[src/rtl/mc_ctrl.sv]
// Multi-cycle MIPS control FSM with retired-instruction counter.
// Define MC_CTRL_JAL_JR_EN to decode jal/jr; otherwise they take the illegal path.
module mc_ctrl #(
  parameter int unsigned ALUOP_W = 5,
  parameter int unsigned CNT_W   = 32
) (
  input  logic               clk,
  input  logic               rst_n,
  input  logic [5:0]         opcode,
  input  logic [5:0]         func,
  input  logic               zero,
  input  logic               mem_ready,
  output logic               pc_we,
  output logic [1:0]         pc_sel,
  output logic               ir_we,
  output logic               iord,
  output logic               mem_read,
  output logic               mem_write,
  output logic               reg_write,
  output logic [1:0]         reg_dst,
  output logic [1:0]         data_to_reg,
  output logic [1:0]         alu_src_a,
  output logic [1:0]         alu_src_b,
  output logic               ext_op,
  output logic [ALUOP_W-1:0] alu_ctrl,
  output logic [2:0]         state,
  output logic               illegal,
  output logic [CNT_W-1:0]   retired
);

  localparam logic [5:0] OP_R    = 6'b000000;
  localparam logic [5:0] OP_ORI  = 6'b001101;
  localparam logic [5:0] OP_LUI  = 6'b001111;
  localparam logic [5:0] OP_SLTI = 6'b001010;
  localparam logic [5:0] OP_LW   = 6'b100011;
  localparam logic [5:0] OP_SW   = 6'b101011;
  localparam logic [5:0] OP_BEQ  = 6'b000100;
  localparam logic [5:0] OP_BNE  = 6'b000101;
  localparam logic [5:0] OP_J    = 6'b000010;
  localparam logic [5:0] F_ADD   = 6'b100000;
  localparam logic [5:0] F_ADDU  = 6'b100001;
  localparam logic [5:0] F_SUB   = 6'b100010;
  localparam logic [5:0] F_SUBU  = 6'b100011;
  localparam logic [5:0] F_SLT   = 6'b101010;
  localparam logic [5:0] F_SLL   = 6'b000000;
`ifdef MC_CTRL_JAL_JR_EN
  localparam logic [5:0] OP_JAL  = 6'b000011;
  localparam logic [5:0] F_JR    = 6'b001000;
`endif

  // ALU operation codes, zero-extended to ALUOP_W
  localparam logic [4:0] ALU_NOP = 5'd0;
  localparam logic [4:0] ALU_ADD = 5'd1;
  localparam logic [4:0] ALU_SUB = 5'd2;
  localparam logic [4:0] ALU_OR  = 5'd4;
  localparam logic [4:0] ALU_SLT = 5'd5;
  localparam logic [4:0] ALU_SLL = 5'd7;
  localparam logic [4:0] ALU_LUI = 5'd8;

  typedef enum logic [2:0] {
    S_IF  = 3'd0,
    S_ID  = 3'd1,
    S_EX  = 3'd2,
    S_MEM = 3'd3,
    S_WB  = 3'd4,
    S_ILL = 3'd5
  } state_t;

  typedef enum logic [3:0] {
    C_BAD, C_RALU, C_SLL, C_ORI, C_LUI, C_SLTI, C_LW, C_SW,
    C_BEQ, C_BNE, C_J, C_JAL, C_JR
  } cls_t;

  state_t     state_q, state_d;
  cls_t       cls;
  logic [4:0] r_op;
  logic       retire;

  // Instruction classification from the IR fields
  always_comb begin
    cls  = C_BAD;
    r_op = ALU_NOP;
    case (opcode)
      OP_R: begin
        case (func)
          F_ADD, F_ADDU: begin cls = C_RALU; r_op = ALU_ADD; end
          F_SUB, F_SUBU: begin cls = C_RALU; r_op = ALU_SUB; end
          F_SLT:         begin cls = C_RALU; r_op = ALU_SLT; end
          F_SLL:         cls = C_SLL;
`ifdef MC_CTRL_JAL_JR_EN
          F_JR:          cls = C_JR;
`endif
          default:       cls = C_BAD;
        endcase
      end
      OP_ORI:  cls = C_ORI;
      OP_LUI:  cls = C_LUI;
      OP_SLTI: cls = C_SLTI;
      OP_LW:   cls = C_LW;
      OP_SW:   cls = C_SW;
      OP_BEQ:  cls = C_BEQ;
      OP_BNE:  cls = C_BNE;
      OP_J:    cls = C_J;
`ifdef MC_CTRL_JAL_JR_EN
      OP_JAL:  cls = C_JAL;
`endif
      default: cls = C_BAD;
    endcase
  end

  // Next state and control outputs; reset gates every output to zero
  always_comb begin
    state_d     = state_q;
    retire      = 1'b0;
    pc_we       = 1'b0;
    pc_sel      = 2'b00;
    ir_we       = 1'b0;
    iord        = 1'b0;
    mem_read    = 1'b0;
    mem_write   = 1'b0;
    reg_write   = 1'b0;
    reg_dst     = 2'b00;
    data_to_reg = 2'b00;
    alu_src_a   = 2'b00;
    alu_src_b   = 2'b00;
    ext_op      = 1'b0;
    alu_ctrl    = ALUOP_W'(ALU_NOP);
    illegal     = 1'b0;
    if (rst_n) begin
      case (state_q)
        S_IF: begin
          mem_read = 1'b1;
          if (mem_ready) begin
            ir_we   = 1'b1;
            pc_we   = 1'b1;
            state_d = S_ID;
          end
        end
        S_ID: begin
          alu_src_b = 2'b10;
          ext_op    = 1'b1;
          alu_ctrl  = ALUOP_W'(ALU_ADD);
          state_d   = (cls == C_BAD) ? S_ILL : S_EX;
        end
        S_EX: begin
          state_d = S_WB;
          case (cls)
            C_RALU: begin alu_src_a = 2'b01; alu_ctrl = ALUOP_W'(r_op); end
            C_SLL: begin
              alu_src_a = 2'b10;
              alu_src_b = 2'b11;
              alu_ctrl  = ALUOP_W'(ALU_SLL);
            end
            C_ORI: begin
              alu_src_a = 2'b01;
              alu_src_b = 2'b01;
              alu_ctrl  = ALUOP_W'(ALU_OR);
            end
            C_LUI: begin
              alu_src_a = 2'b01;
              alu_src_b = 2'b01;
              alu_ctrl  = ALUOP_W'(ALU_LUI);
            end
            C_SLTI: begin
              alu_src_a = 2'b01;
              alu_src_b = 2'b01;
              ext_op    = 1'b1;
              alu_ctrl  = ALUOP_W'(ALU_SLT);
            end
            C_LW, C_SW: begin
              alu_src_a = 2'b01;
              alu_src_b = 2'b01;
              ext_op    = 1'b1;
              alu_ctrl  = ALUOP_W'(ALU_ADD);
              state_d   = S_MEM;
            end
            C_BEQ, C_BNE: begin
              alu_src_a = 2'b01;
              alu_ctrl  = ALUOP_W'(ALU_SUB);
              if ((cls == C_BEQ && zero) || (cls == C_BNE && !zero)) begin
                pc_we  = 1'b1;
                pc_sel = 2'b01;
              end
              retire  = 1'b1;
              state_d = S_IF;
            end
            C_J: begin
              pc_we   = 1'b1;
              pc_sel  = 2'b10;
              retire  = 1'b1;
              state_d = S_IF;
            end
            C_JAL: begin
              pc_we       = 1'b1;
              pc_sel      = 2'b10;
              reg_write   = 1'b1;
              reg_dst     = 2'b10;
              data_to_reg = 2'b10;
              retire      = 1'b1;
              state_d     = S_IF;
            end
            C_JR: begin
              pc_we   = 1'b1;
              pc_sel  = 2'b11;
              retire  = 1'b1;
              state_d = S_IF;
            end
            default: state_d = S_ILL;
          endcase
        end
        S_MEM: begin
          iord = 1'b1;
          if (cls == C_SW) mem_write = 1'b1;
          else             mem_read  = 1'b1;
          if (mem_ready) begin
            if (cls == C_SW) begin
              retire  = 1'b1;
              state_d = S_IF;
            end else begin
              state_d = S_WB;
            end
          end
        end
        S_WB: begin
          reg_write = 1'b1;
          if (cls == C_RALU || cls == C_SLL) reg_dst = 2'b01;
          if (cls == C_LW) data_to_reg = 2'b01;
          retire  = 1'b1;
          state_d = S_IF;
        end
        S_ILL: begin
          illegal = 1'b1;
          state_d = S_IF;
        end
        default: state_d = S_IF;
      endcase
    end
  end

  always_ff @(posedge clk or negedge rst_n) begin
    if (!rst_n) begin
      state_q <= S_IF;
      retired <= '0;
    end else begin
      state_q <= state_d;
      if (retire) retired <= retired + CNT_W'(1);
    end
  end

  assign state = state_q;

endmodule

[config.mk]
export PLATFORM = sky130hd
export DESIGN_NAME = mc_ctrl
export DESIGN_NICKNAME = d
export VERILOG_FILES = /design/src/rtl/mc_ctrl.sv
export SDC_FILE = /design/constraint.sdc
export NUM_CORES = 1
export LEC_CHECK = 0
export CORE_AREA = 2 2 72 74
export DETAILED_ROUTE_END_ITERATION = 12
export DIE_AREA = 0 0 74 76
export PLACE_DENSITY = 0.94
export SLEW_MARGIN = 30
export SYNTH_ARGS = -nofsm -noshare
export SYNTH_HDL_FRONTEND = slang
export SYNTH_SLANG_ARGS = --single-unit
export TNS_END_PERCENT = 10
[constraint.sdc]
create_clock -name clk -period 4 [get_ports clk]
set_clock_uncertainty 0.15 [all_clocks]
set_input_delay 0.8 -clock clk [delete_from_list [all_inputs] [get_ports clk]]
set_output_delay 0.8 -clock clk [all_outputs]
set_load 0.01 [all_outputs]
[Word-level counts from Yosys, hierarchy flattened]
Index checks and enable logic that the tools add are counted.
Storage, ports and cells
  input port bits: 16
  word-level logic and storage cells: 114
  bits in registers: 35
Operators by class
  reduce and logical (&&, ||, !) cells: 22
  equality and inequality tests: 32
  mux-type cells: 57
  add/sub/neg operators: 1
Operators with widths (count)
  $eq A6 B6 Y1 const B: 7
  $pmux W4 S9: 1
  $pmux W5 S7: 1
  $add A32 B1 Y32 const B: 1
  $mux W1: 24
  $pmux W2 S2: 6
  $eq A4 B4 Y1 const B: 5
  $reduce_or A5 Y1: 4
  $eq A6 B4 Y1 const B: 3
  $pmux W3 S3: 2
  $eq A4 B3 Y1 const B: 4
  $mux W2: 8
  $eq A6 B3 Y1 const B: 2
  $logic_not A6 Y1: 2
  $mux W3: 4
  $pmux W3 S4: 1
  $mux W5: 2
  $pmux W1 S2: 5
  $pmux W5 S2: 1
  $reduce_or A2 Y1: 5
  $eq A4 B2 Y1 const B: 2
  $reduce_or A8 Y1: 1
  $eq A3 B2 Y1 const B: 2
  $eq A3 B3 Y1 const B: 2
  other kinds (13): 17

[Depth between registers and ports, before layout]
  depth after elaboration: 11
  mapped depth: 8
  mapped depth without buffers: 6

[Worst setup path before layout]
Ideal clock, no wire load.
  path type: input to output
  from: input opcode[1]
  to: output pc_we
  cell stages on the path: 5
  path slack: 635 ps
  path buffers: 0
  arrival time: 2415 ps
  data required time: 3050 ps
  cell sequence: or4b_4 -> or2_1 -> or3_1 -> mux2_2 -> a211oi_2
On the way
  longest elaborated chain between the ends: 9
Ends and longest elaborated chain
  start: declaration: line 9  | input logic [5:0] opcode,
  $eq A6 B2 Y1, or another cell as far along: line 83  | case (opcode)
  $pmux W4 S9 (*): line 83
  $eq A4 B4 Y1: line 147, 180
  $logic_and A1 B1 Y1: line 180  | if ((cls == C_BEQ && zero) || (cls == C_BNE && !zero)) begin
  $logic_or A1 B1 Y1: line 180
  $mux W1: line 180
  $pmux W1 S2 (*): line 147  | case (cls)
  $pmux W1 S2 (*): line 130  | case (state_q)
  $mux W1 (*): line 129  | if (rst_n) begin
  end: declaration: line 13  | output logic pc_we,
Mark *: on every way between the ends. The rest lies on a longest branch, timed or not.

[Final worst setup path]
Ends and elaborated chain as after synthesis.

==> key figures <==
Critical path
  – Critical Path End Type: output pin
  – Worst-path cell chain: clkdlybuf4s50_1 > or4b_4 > or2_1 > or3_1 > mux2_2 > a211oi_2 > buf_2
  – Startpoint types: input pin
  – WP data required: around 3 ns
  – Bufs and invs on worst path: 2
  – Crit path max fanout: 2
  – Crit-path max cell delay: 0.55 ns
  – Top cell family by delay on the critical path: simple AND/OR/NAND/NOR gates
  – Worst path slowest cell: or4b_4
  – CP arrival: 3.00 ns
  – WS Path Type: in -> out

Cells and area
  – Final Non-Filler Cells: roughly 430
  – Layout cell share with drive strength beyond 1: 0.1236
  – Antenna cells: 0
  – Final-layout fill cell count: approximately 370
  – Area Growth Syn to Fin: 42.52%
  – Core Util, Final: 0.6847
  – Nets@finish: ~370

Timing
  – Slew headroom: 0.4682
  – Final period util: 0.9863
  – Setup TNS: 0 ns
  – Minimum clock period: a little under 4 ns
  – Max Fclk: between 200 and 300 MHz
  – Hold slack: approximately 0.33 ns
  – RSZ-0062 raised after global routing: false
  – Least-Margin Pin Slew: a little under 0.8 ns
  – Max-slew violation count: 0
  – # setup viols final: 0
  – Final Hold Fails: 0

Pwr
  – Leakage: around 1.5 nW
  – Total power: around 1.1 mW
  – Power Dens Cells: between 300 and 400 nW/um2
  – Peak supply drop: 0.0002972 V

Place
  – PortBufs: 70
  – Post-DP HPWL: 4.806 mm
  – Final Wtd Congestion: about 0.93
  – Inst Count DP: around 420

Routing
  – DRC: 0
  – First-pass DRT Iterations: 5
  – Met2 WL: approximately 3.1 mm
  – Drt total wl: 6.429 mm
  – DR WL/cell: ~15 um
  – Met3 Wirelength: slightly above 500 um
  – Via/cell ratio: 5.617
  – Vias: 2393
  – Final ANT Viol Nets: 0
  – Top sig layer: met4
  – Met1 Routed Length: 2.661 mm
  – Detailed Route Iter0 Violations: between 200 and 250

Synth
  – Post-Syn Area: 2360 um2
  – Synth Flop Type: dfrtp_1
  – Dominant cells by area after synthesis: dfrtp_1 (37%), xnor2_1 (8.2%), xor2_1 (4.5%), nand2_1 (4.1%), nand4_1 (4.0%)
  – Synthesized area per cell: 8.708 um2
  – EDFF count, synth: 0
  – Post-synth top area share: 0.3712
  – Synth top cells by count: dfrtp_1 (35), nand2_1 (26), xnor2_1 (22)
  – Post-Syn Instances: around 270
  – Syn. warnings: 0
  – Netlist cell types: 57
  – Area leader, netlist: dfrtp_1
  – Post-synthesis register bit count: 35
  – Sequential area share after synthesis: 0.3712
  – Ys async rst share: 1.000
  – Most common cell in the netlist: dfrtp_1

Outcome
  – Status: finished clean

GRT
  – GRT overflow: 0
  – Largest net degree at the start of global routing: between 40 and 50
  – Antenna violations before repair: 0
  – Vias in the first global route: approximately 2.3k
  – First-pass GRT wire length: around 11 mm
  – Total track usage: 0.2368

Die
  – Die ar.: 5624 um2
  – Die W: around 74 um
  – I/O Pins: 74
  – Core area: 4912 um2
  – Site Rows: 26
  – Initial Util: 0.4804
  – Chip height: between 70 and 80 um

CTS
  – Skew-Pair Late Insertion Delay: approximately 0.29 ns
  – Hold_buf cts: 0
  – Root Driver: clkbuf_8
  – Setup Buffers After CTS: 0
  – TritonCTS clock tree: built
  – H-tree Lvls: 2
  – CTS clock-pin slew for the worst setup and hold paths: 0.08 ns
  – CTS Sinks: 35
  – CTS Buffer Depth: 2
  – Total CTS buffers: 5

Worst hold path
  – Worst min path class: reg -> reg

Run
  – Max Cap Viol: 0
[power breakdown]
group          internal (mW)  leakage [nW]  switching, mW  total [mW]
logic                  0.189         0.939          0.188       0.377
clock network          0.185        0.0581          0.130       0.316
registers              0.387         0.475         0.0627       0.450
total                  0.762          1.47          0.381        1.14
[worst register-to-register path, delay by kind of cell (launching register included)]
family / cells / cell delay [ns]
AO/OA/AOI/OAI: 2 / 0.69
XOR/XNOR: 1 / 0.15
buffers and inverters: 1 / 0.24
flip-flops: 1 / 0.57
AND/OR/NAND/NOR: 2 / 0.60
[per-stage QoR]
stage	cell area [um2]	setup slack, ns
finish	3363	0.05473
CTS	3334	0.04778
floorplan	2367	0.6350
global route	3363	0.02135
detailed placement	3224	-0.3553
global placement	3224	-0.3269
[state kept, by name, summed over array words and instances (netlist names)]
signal   cells
state        3
retired     32
[cell type report]
class,count,area [um2],area share
inverter,11,41.29,0.01228
clock inverter,3,43.79,0.01302
tap,70,87.58,0.02604
timing repair buffer,90,844.6,0.2511
multi-input combinational,212,1401,0.4167
clock buffer,5,68.82,0.02046
sequential,35,875.8,0.2604
[timing repair]
item | CTS | global route
pin swaps | 0 | 0
resized for setup | 8 | 7
setup endpoints to repair | 5 | 5
[cells in the final DEF (no fill, tap or decap), types with 4 or more instances in the layout]
cell / netlist / layout
clkdlybuf4s50_1: 0 / 62
nor4_1: 5 / 4
and4_1: 4 / 4
nand4_1: 15 / 15
clkbuf_8: 0 / 5
nor2_1: 19 / 19
nand2_1: 26 / 26
nand3_1: 17 / 17
nor3_1: 8 / 8
dfrtp_1: 35 / 35
a21oi_1: 10 / 9
inv_1: 11 / 11
xor2_1: 12 / 12
or2_2: 4 / 4
buf_4: 3 / 20
o21ai_0: 4 / 4
nor2b_1: 4 / 4
and3_1: 6 / 6
xnor2_1: 22 / 22
[path summary, 6_finish.rpt]
path                       cells after the start  slack, ns         from           to
setup reg to reg                               6       1.52     state[1]   retired[8]
setup / recovery                               7       0.05    opcode[1]        pc_we
max in group asynchronous                      2       2.93        rst_n   retired[2]
hold reg to reg                                1       0.33  retired[31]  retired[31]
hold / removal                                 1       0.33  retired[31]  retired[31]
min in group asynchronous                      2       0.42        rst_n  retired[28]
[routing by layer]
metal | vias up | global-route usage
li1 | 1147 | -
met1 | 1123 | 0.3098
met2 | 105 | 0.3705
met3 | 18 | 0.06085
met4 | 0 | 0.09455
met5 | - | 0
[cell families (layout without fill, tap and decap cells)]
| kind of cell | after synthesis | after routing | share of synthesized area |
|---|---|---|---|
| muxes | 2 | 2 | 0.009543 |
| buffers and inverters | 26 | 109 | 0.04984 |
| DFF | 35 | 35 | 0.3712 |
| and+or+nand+nor | 132 | 132 | 0.3123 |
| other | 1 | 3 | 0.001589 |
| AOI/OAI and AO/OA | 40 | 40 | 0.1241 |
| xor gates and xnor gates | 34 | 34 | 0.1262 |
| adders and majority gates | 1 | 1 | 0.005301 |
Power figures use the tool's default switching activity.
